## src/rtl/disk_image_rx_if.sv

```systemverilog
// Bus between the image source (master) and the disk image receiver (slave):
// the asynchronous strobe stream, the track-RAM write port and the receiver status.
interface disk_image_rx_if #(
    parameter int ADDR_W  = 19,
    parameter int DRIVE_W = 1
);
    logic               image_clk;
    logic               image_start;
    logic [7:0]         image_data;
    logic               wr_en;
    logic [ADDR_W-1:0]  wr_addr;
    logic [7:0]         wr_data;
    logic [5:0]         track;
    logic [DRIVE_W-1:0] drive;
    logic               busy;
    logic               done;
    logic               error;

    modport master (
        output image_clk, image_start, image_data,
        input  wr_en, wr_addr, wr_data, track, drive, busy, done, error
    );

    modport slave (
        input  image_clk, image_start, image_data,
        output wr_en, wr_addr, wr_data, track, drive, busy, done, error
    );
endinterface

```

## src/rtl/disk_image_rx.sv

```systemverilog
// Disk image receiver: writes a strobed byte stream into track RAM at linear addresses.
// Optional DISK_IMAGE_RX_CHECKSUM_EN: the stop byte must match the XOR of all data bytes.
//
// state | meaning
// IDLE  | waiting for a start strobe (also holds error/done after abort or checked stop)
// RECV  | writing image bytes, one per strobe
// TRAIL | all bytes written, waiting for the stop strobe
// DONE  | image complete, behaves as IDLE
module disk_image_rx #(
    parameter int NUM_TRACKS     = 35,
    parameter int TRACK_BYTES    = 6656,
    parameter int NUM_DRIVES     = 2,
    parameter int DRIVE_W        = 1,
    parameter int ADDR_W         = 19,
    parameter int TIMEOUT_CYCLES = 1000000
) (
    input logic             CLK_14M,
    input logic             RESET,
    disk_image_rx_if.slave  bus
);
    localparam int IMG_BYTES = NUM_TRACKS * TRACK_BYTES;
    localparam int OFF_W     = (TRACK_BYTES > 1) ? $clog2(TRACK_BYTES) : 1;
    localparam int TO_W      = (TIMEOUT_CYCLES > 1) ? $clog2(TIMEOUT_CYCLES) : 1;
    localparam int TO_LAST   = (TIMEOUT_CYCLES > 0) ? TIMEOUT_CYCLES - 1 : 0;

    typedef enum logic [1:0] {IDLE, RECV, TRAIL, DONE} state_t;

    state_t             state, state_nxt;
    logic               s1, s2, s3, ev, ev_q, start_q;
    logic [7:0]         data_q;
    logic [ADDR_W-1:0]  addr, addr_nxt, wr_addr, wr_addr_nxt, base_sel;
    logic [OFF_W-1:0]   offset, offset_nxt;
    logic [5:0]         track, track_nxt;
    logic [DRIVE_W-1:0] drive, drive_nxt, drive_sel;
    logic [TO_W-1:0]    tmo, tmo_nxt;
    logic [7:0]         wr_data, wr_data_nxt;
    logic               wr_en, wr_en_nxt, done, done_nxt, error, error_nxt;
`ifdef DISK_IMAGE_RX_CHECKSUM_EN
    logic [7:0]         csum, csum_nxt;
`endif

    assign ev = s2 & ~s3;

    // Drive index wraps modulo NUM_DRIVES; the slot base is a mux of constants.
    always_comb begin
        drive_sel = '0;
        base_sel  = '0;
        for (int d = 0; d < 2**DRIVE_W; d++) begin
            if (data_q[DRIVE_W-1:0] == DRIVE_W'(d)) begin
                drive_sel = DRIVE_W'(d % NUM_DRIVES);
                base_sel  = ADDR_W'((d % NUM_DRIVES) * IMG_BYTES);
            end
        end
    end

    always_comb begin
        state_nxt   = state;
        addr_nxt    = addr;
        offset_nxt  = offset;
        track_nxt   = track;
        drive_nxt   = drive;
        done_nxt    = done;
        error_nxt   = error;
        wr_en_nxt   = 1'b0;
        wr_addr_nxt = wr_addr;
        wr_data_nxt = wr_data;
        tmo_nxt     = '0;
`ifdef DISK_IMAGE_RX_CHECKSUM_EN
        csum_nxt    = csum;
`endif
        if (ev_q && start_q) begin
            state_nxt  = RECV;
            drive_nxt  = drive_sel;
            addr_nxt   = base_sel;
            offset_nxt = '0;
            track_nxt  = '0;
            done_nxt   = 1'b0;
            error_nxt  = 1'b0;
`ifdef DISK_IMAGE_RX_CHECKSUM_EN
            csum_nxt   = '0;
`endif
        end else if (state == RECV || state == TRAIL) begin
            if (ev_q && state == RECV) begin
                wr_en_nxt   = 1'b1;
                wr_addr_nxt = addr;
                wr_data_nxt = data_q;
                addr_nxt    = addr + ADDR_W'(1);
`ifdef DISK_IMAGE_RX_CHECKSUM_EN
                csum_nxt    = csum ^ data_q;
`endif
                if (offset == OFF_W'(TRACK_BYTES - 1)) begin
                    offset_nxt = '0;
                    if (track == 6'(NUM_TRACKS - 1))
                        state_nxt = TRAIL;
                    else
                        track_nxt = track + 6'd1;
                end else begin
                    offset_nxt = offset + OFF_W'(1);
                end
            end else if (ev_q) begin
`ifdef DISK_IMAGE_RX_CHECKSUM_EN
                state_nxt = IDLE;
                if (data_q == csum)
                    done_nxt  = 1'b1;
                else
                    error_nxt = 1'b1;
`else
                state_nxt = DONE;
                done_nxt  = 1'b1;
`endif
            end else if (TIMEOUT_CYCLES != 0) begin
                // Idle time is counted from the cycle the last event's write is issued.
                if (tmo == TO_W'(TO_LAST)) begin
                    state_nxt = IDLE;
                    error_nxt = 1'b1;
                end else begin
                    tmo_nxt = tmo + TO_W'(1);
                end
            end
        end
    end

    always_ff @(posedge CLK_14M) begin
        if (RESET) begin
            state   <= IDLE;
            s1      <= 1'b0;
            s2      <= 1'b0;
            s3      <= 1'b0;
            ev_q    <= 1'b0;
            start_q <= 1'b0;
            data_q  <= '0;
            addr    <= '0;
            offset  <= '0;
            track   <= '0;
            drive   <= '0;
            tmo     <= '0;
            wr_en   <= 1'b0;
            wr_addr <= '0;
            wr_data <= '0;
            done    <= 1'b0;
            error   <= 1'b0;
`ifdef DISK_IMAGE_RX_CHECKSUM_EN
            csum    <= '0;
`endif
        end else begin
            s1      <= bus.image_clk;
            s2      <= s1;
            s3      <= s2;
            ev_q    <= ev;
            if (ev) begin
                start_q <= bus.image_start;
                data_q  <= bus.image_data;
            end
            state   <= state_nxt;
            addr    <= addr_nxt;
            offset  <= offset_nxt;
            track   <= track_nxt;
            drive   <= drive_nxt;
            tmo     <= tmo_nxt;
            wr_en   <= wr_en_nxt;
            wr_addr <= wr_addr_nxt;
            wr_data <= wr_data_nxt;
            done    <= done_nxt;
            error   <= error_nxt;
`ifdef DISK_IMAGE_RX_CHECKSUM_EN
            csum    <= csum_nxt;
`endif
        end
    end

    assign bus.wr_en   = wr_en;
    assign bus.wr_addr = wr_addr;
    assign bus.wr_data = wr_data;
    assign bus.track   = track;
    assign bus.drive   = drive;
    assign bus.busy    = (state == RECV) || (state == TRAIL);
    assign bus.done    = done;
    assign bus.error   = error;
endmodule

```

## src/flat_wrapper.sv

```systemverilog
// flat-port wrapper written by rule: the top's interface ports become plain ports
module disk_image_rx_flat 
#(
    parameter int NUM_TRACKS     = 35,
    parameter int TRACK_BYTES    = 6656,
    parameter int NUM_DRIVES     = 2,
    parameter int DRIVE_W        = 1,
    parameter int ADDR_W         = 19,
    parameter int TIMEOUT_CYCLES = 1000000
)
  (CLK_14M, RESET, bus_image_clk, bus_image_start, bus_image_data, bus_wr_en, bus_wr_addr, bus_wr_data, bus_track, bus_drive, bus_busy, bus_done, bus_error);
  disk_image_rx_if #(.ADDR_W(ADDR_W), .DRIVE_W(DRIVE_W)) bus_i ();
  input logic CLK_14M;
  input logic RESET;
  input wire logic [$bits(bus_i.image_clk)-1:0] bus_image_clk;
  input wire logic [$bits(bus_i.image_start)-1:0] bus_image_start;
  input wire logic [$bits(bus_i.image_data)-1:0] bus_image_data;
  output wire logic [$bits(bus_i.wr_en)-1:0] bus_wr_en;
  output wire logic [$bits(bus_i.wr_addr)-1:0] bus_wr_addr;
  output wire logic [$bits(bus_i.wr_data)-1:0] bus_wr_data;
  output wire logic [$bits(bus_i.track)-1:0] bus_track;
  output wire logic [$bits(bus_i.drive)-1:0] bus_drive;
  output wire logic [$bits(bus_i.busy)-1:0] bus_busy;
  output wire logic [$bits(bus_i.done)-1:0] bus_done;
  output wire logic [$bits(bus_i.error)-1:0] bus_error;
  assign bus_i.image_clk = bus_image_clk;
  assign bus_i.image_start = bus_image_start;
  assign bus_i.image_data = bus_image_data;
  assign bus_wr_en = bus_i.wr_en;
  assign bus_wr_addr = bus_i.wr_addr;
  assign bus_wr_data = bus_i.wr_data;
  assign bus_track = bus_i.track;
  assign bus_drive = bus_i.drive;
  assign bus_busy = bus_i.busy;
  assign bus_done = bus_i.done;
  assign bus_error = bus_i.error;
  disk_image_rx #(.NUM_TRACKS(NUM_TRACKS), .TRACK_BYTES(TRACK_BYTES), .NUM_DRIVES(NUM_DRIVES), .DRIVE_W(DRIVE_W), .ADDR_W(ADDR_W), .TIMEOUT_CYCLES(TIMEOUT_CYCLES)) u_core (.CLK_14M(CLK_14M), .RESET(RESET), .bus(bus_i));
endmodule
```

## config.mk

```make
export PLATFORM = sky130hd
export DESIGN_NAME = disk_image_rx_flat
export DESIGN_NICKNAME = d
export VERILOG_FILES = /design/src/rtl/disk_image_rx_if.sv /design/src/rtl/disk_image_rx.sv /design/src/flat_wrapper.sv
export SDC_FILE = /design/constraint.sdc
export NUM_CORES = 1
export LEC_CHECK = 0
export ABC_AREA = 1
export CORE_ASPECT_RATIO = 0.6
export CORE_MARGIN = 10
export CORE_UTILIZATION = 56
export CTS_BUF_LIST = sky130_fd_sc_hd__clkbuf_4 sky130_fd_sc_hd__clkbuf_8 sky130_fd_sc_hd__clkbuf_16
export DETAILED_ROUTE_END_ITERATION = 8
export PLACE_DENSITY = 0.79
export SLEW_MARGIN = 20
export SYNTH_ARGS = -nofsm -noshare
export SYNTH_HDL_FRONTEND = slang
export SYNTH_SLANG_ARGS = --single-unit
```

## constraint.sdc

```tcl
create_clock -name CLK_14M -period 1.8 [get_ports CLK_14M]
set_input_delay 0.45 -clock CLK_14M [delete_from_list [all_inputs] [get_ports CLK_14M]]
set_output_delay 0.45 -clock CLK_14M [all_outputs]
set_load 0.03 [all_outputs]
```

After elaboration in Yosys (flattened, before gate mapping)

Index checks and enable logic that the tools add are counted.

Bits in registers: 104
Bits in latches: 0
Memory bits (writable): 0
Memory bits (read-only): 0
Output and inout port bits: 38
Logic and storage cells: 70
Memories: 0

Add/sub/neg operators: 4
Multipliers: 0
Div/mod/pow operators: 0
Magnitude comparators: 0
Equal/unequal tests: 9
Shift operators: 0
Muxes and demuxes: 14
Bitwise logic cells: 7
Reductions and logical operators: 18

Operators by type and width:

| cell                                                                     | number |
|---|---|
| 19-bit 2-to-1 mux                                                        | 3 |
| 20-bit by 1-bit adder with 20-bit output (second input constant)         | 1 |
| 20-bit == test (second input constant)                                   | 1 |
| 19-bit by 1-bit adder with 19-bit output (second input constant)         | 1 |
| 18-bit 2-to-1 mux                                                        | 1 |
| 4-bit AND reduction                                                      | 4 |
| 13-bit by 1-bit adder with 13-bit output (second input constant)         | 1 |
| 13-bit == test (second input constant)                                   | 1 |
| 13-bit 2-to-1 mux                                                        | 1 |
| 2-bit 2-to-1 mux                                                         | 5 |
| 6-bit by 1-bit adder with 6-bit output (second input constant)           | 1 |
| 6-bit == test (second input constant)                                    | 1 |
| 3-bit by 2-bit inequality test with 1-bit output (second input constant) | 2 |
| 1-bit NOT                                                                | 6 |
| 3-bit AND reduction                                                      | 2 |
| 6-bit OR reduction                                                       | 1 |
| 1-bit 2-to-1 mux                                                         | 4 |
| 2-bit inequality test (second input constant)                            | 2 |
| 2-bit AND reduction                                                      | 2 |
| 2-bit nonzero test                                                       | 2 |
| 4-bit nonzero test                                                       | 1 |
| 3-bit nonzero test                                                       | 1 |
| 3-bit OR reduction                                                       | 1 |
| 2-bit by 1-bit == test with 1-bit output (second input constant)         | 1 |
| 5 further kinds                                                          | 6 |

Logic depth before layout (Yosys ltp)

Depth in word-level cells: 6
Gate-level depth with buffers: 11

Worst setup path before layout

No wires, ideal clock.

Path type: flip-flop to flip-flop
From: register u_core.track[0] (netlist: u_core.bus.track[0])
To: register u_core.track[0] (netlist: u_core.bus.track[0])
Setup time: 0.070 ns
Data arrival time: 1.586 ns
Required time: 1.730 ns
Slack: 0.143 ns
Cell stages (with the launch flop): 10
Buffers on the path: 0
Period minus slack after synthesis: 1.657 ns
Cells stage by stage: dfxtp_1 -> inv_1 -> ha_1 -> nand2_1 -> nor2_1 -> inv_1 -> nand2_1 -> nor3_1 -> nand2_1 -> a21oi_1

Word-level cells in the longest chain between the ends: 3
Elaborated cells between the ends (all ways): 4
Classes of those cells: 1 x add/sub; 1 x eq/ne; 1 x bitwise; 1 x reduce/logical

Ends and longest elaborated chain:

| what                                                                                           | line                 | RTL |
|---|---|---|
| start, declared                                                                                | disk_image_rx.sv:33  | `logic [5:0] track, track_nxt;` |
| start signal, assigned                                                                         | disk_image_rx.sv:157 | `track <= track_nxt;` |
| parallel branches: the longest is 3 deep, another holds 6-bit by 1-bit adder with 6-bit output | --                   |  |

Several ways; the timed one is not identified.
A chain may end at the register's enable or synchronous reset.

Worst setup path after layout

From: register u_core.state[1]
To: output bus_busy

Word-level cells in the longest chain between the ends: 2
Elaborated cells between the ends (all ways): 3
Classes of those cells: 2 x eq/ne; 1 x reduce/logical

Ends and longest elaborated chain:

| what                                                                      | line                 | RTL |
|---|---|---|
| start, declared                                                           | disk_image_rx.sv:28  | `state_t state, state_nxt;` |
| start signal, assigned                                                    | disk_image_rx.sv:154 | `state <= state_nxt;` |
| 2-bit by 1-bit == test with 1-bit output or 2-bit == test (tied branches) | disk_image_rx.sv:176 | `assign bus.busy = (state == RECV) \|\| (state == TRAIL);` |
| 1-bit logical OR (*)                                                      | disk_image_rx.sv:176 |  |
| end, declared                                                             | flat_wrapper.sv:23   | `output wire logic [$bits(bus_i.busy)-1:0] bus_busy;` |

Every way passes the cells marked *; elsewhere a longest branch is shown, timed or not.

==> impl_metrics.csv <==
group,metric,value,unit
setup_path,path_max_fanout,4,
place,place_inst,805,
clock_tree,cts_buffers,9,
setup_path,cp_cell_sequence,"inv_2 > ha_4 > clkinvlp_4 > buf_6",
drt,drtAntennaViolNets,0,
drt,top_layer_used,"met4",
sta,setup_viol_count_final,0,
setup_path,endpoint_kind,"output pin",
power,p_seq_share,50.8,%
floorplanning,die-area,12400,um2
clock_tree,root_buffer,"clkbuf_16",
clock_tree,cts.sinks,104,
place,dp_hpwl,8.16,mm
drt,num_vias,4397,
final_layout,area_delta_synth_final,24.3,%
power,comb_power_share,2.4,%
sta,maxSlewHeadroom,73.9,%
floorplanning,num_rows,25,
drt,drt_iter0_drc,315,
global_route,grt_use_total,18.3,%
synth,ys_seq_elements,104,
drt,routed-wl-met3,931,um
setup_path,setup.worst_path.start_class,"register",
drt,avgRoutedWirePerCell,14.0,um
setup_path,cpMaxStageDelayCell,"dfxtp_2",
sta,finalCriticalPeriod,1.77,ns
global_route,grt_pass1_vias,4108,
setup_path,crit_buf_inv,3,
synth,syn-cell-area,4610,um2
power,switching_share,20.0,%
floorplanning,die_w,137,um
floorplanning,core_region_area,7950,um2
setup_path,cp_slowest_stage_delay,0.32,ns
floorplanning,start_util,58.0,%
clock_tree,h-tree-depth,3,
status,status,"finished, final reports clean",
synth,ys_types,35,
sta,post-route-period-util,98.4,%
sta,clock_skew,0.00643,ns
synth,async_reset_ff_share,0,%
synth,syn_inst,644,
drt,drtPass1Iterations,5,
power,peakVddDrop,0.553,mV
global_route,grt_max_degree,43,
sta,fmaxAchievable,564,MHz
place,port-buffer-count,49,
final_layout,nets,729,
power,power.total,0.00457,W
setup_path,required,1.35,ns
setup_path,cp_top_family,"buffers and inverters",
clock_tree,worstSkewPairLatency,0.35,ns
power,p_leak,2.41,nW
synth,synth.net_count,662,
power,p_clk_share,46.8,%
final_layout,stdcell_count,824,
clock_tree,cts.clk_slew.worst_paths,0.07,ns
final_layout,n_fill_cell,652,
drt,drc_errors,0,
global_route,grt_pass1_wl,19.0,mm
place,gp_congestion,0.880,
synth,yosys_warnings,0,
drt,wl_met1,5.41,mm
clock_tree,cts_tree,"built",
synth,postSynthAreaPerCell,7.16,um2
drt,routed_via_density,5.34,
floorplanning,boundaryPins,50,
run,maxCapViolations,0,
drt,wirelength,11.6,mm
clock_tree,cts.path.max_buffers,2,
sta,tightest_slew,0.390,ns
final_layout,antenna_cells,0,
synth,synth_edf_count,0,
sta,hold_viol_final,0,
power,p_int,0.00366,W
sta,maxSlewViolCount,0,
min_path,hold_class,"reg2reg",
global_route,grt_antenna_before_repair,0,
final_layout,drive_above_1_share,9.92,%
synth,yosys_most_used_dff,"dfxtp_1",
clock_tree,ctsHoldBuffers,0,
global_route,overflow,0,
setup_path,crit_arrival,1.32,ns
drt,met2WireLength,5.11,mm
floorplanning,die_height,90.3,um
power,p_sw,0.000914,W
setup_path,crit_type,"reg2out",
power,power_density,797,nW/um2
synth,ys_seq_area_share,45.2,%
## what timing repair did
action,4_1_cts,5_1_grt
endpoints found under the setup margin,37,15
buffers inserted,0,3
resized for setup,38,20
pin swaps,0,2
## synthesized netlist by cell type (all sizes together) (2+ instances only)
cell type / n / area share (%)
a211oi: 5 / 0.81
a21oi: 49 / 5.3
a221oi: 2 / 0.38
buf: 7 / 0.90
clkbuf: 9 / 0.73
dfxtp: 104 / 45
ha: 6 / 1.6
inv: 79 / 6.4
nand2: 118 / 9.9
nand3: 43 / 4.7
nand4: 10 / 1.4
nor2: 116 / 10
nor3: 18 / 2.2
nor4: 3 / 0.41
o211ai: 2 / 0.33
o21ai: 49 / 5.3
or2: 2 / 0.27
xnor2: 4 / 0.76
xor2: 10 / 1.9
## power by group through the flow
stage / registers [W] / clock network, W / logic (W)
3_5_place_dp: 0.00237 / 0 / 0.000106
4_1_cts: 0.00232 / 0.00216 / 0.000107
5_1_grt: 0.00232 / 0.00227 / 0.000119
3_3_place_gp: 0.00237 / 0 / 0.000103
2_1_floorplan: 0.00237 / 0 / 0.0000531
6_report: 0.00232 / 0.00214 / 0.000109
## worst min-delay path: stages (launching register included)
cell and delay, ns:
dfxtp_1 0.31, inv_1 0.05, nor2_1 0.03
## layout make-up
| class | instances | area [um2] | share of cell area (%) |
|---|---|---|---|
| sequential | 104 | 2080 | 36.4 |
| inverter | 80 | 305 | 5.33 |
| timing repair buffer | 72 | 659 | 11.5 |
| clock inverter | 4 | 76.3 | 1.33 |
| clock buffer | 12 | 254 | 4.43 |
| tap | 108 | 135 | 2.36 |
| multi-input combinational | 444 | 2220 | 38.7 |
## per-layer routing
layer,track usage [%],vias to the layer above
li1,-,2222
met1,24.5,2020
met2,27.1,146
met3,6.50,9
met4,5.07,0
met5,0,-
## logic make-up (layout without fill, tap and decap cells)
group	Yosys count	count (layout)	synth area share [%]
DFF	104	104	45.2
adders and majority gates	6	6	1.63
and+or+nand+nor	312	312	29.3
xor gates and xnor gates	14	14	2.66
AOI/OAI and AO/OA	112	112	13.0
buffers and inverters	96	168	8.17
## state kept, by name, summed over array words and instances (netlist names)
signal / count
u_core.s3: 1
u_core.bus.done: 1
u_core.s2: 1
u_core.data_q: 8
u_core.state: 2
u_core.bus.drive: 1
u_core.bus.wr_data: 8
u_core.offset: 13
u_core.bus.wr_addr: 19
u_core.addr: 19
u_core.tmo: 20
u_core.bus.error: 1
u_core.start_q: 1
u_core.s1: 1
u_core.bus.track: 6
u_core.bus.wr_en: 1
u_core.ev_q: 1
## through the flow
step                area [um2]  hold WS, ns  worst slack (ns)  TNS, ns  utilization (%)
finish                    5730        0.421            0.0283        0             72.1
global route              5730        0.446           -0.0489   -0.135             72.1
CTS                       5640        0.413           0.00416        0             71.0
detailed placement        5350        0.402            0.0711        0             67.3
global placement          5350        0.389             0.127        0             67.3
floorplan                 4610        0.388             0.143        0                -
## cells in the final DEF (no fill, tap or decap), types with 4 or more instances in the layout
master / count
nand4_1: 10
xnor2_1: 4
buf_4: 20
clkbuf_16: 9
o21ai_0: 49
nand3_1: 41
a21oi_1: 49
nand2_1: 113
inv_1: 76
a211oi_1: 5
nor2_1: 107
nor3_1: 14
dlygate4sd2_1: 36
nor2_2: 5
xor2_1: 10
clkdlybuf4s50_1: 11
dfxtp_1: 102
## worst paths after layout
path | from | endpoint | slack [ns] | cells after the start
worst max-delay path | u_core.state[1] | bus_busy | 0.03 | 4
worst min-delay path | u_core.s1 | u_core.s2 | 0.42 | 2
worst max register to register | u_core.offset[0] | u_core.bus.track[5] | 0.12 | 8
worst min register to register | u_core.s1 | u_core.s2 | 0.42 | 2
(Power assumes the default switching activity.)
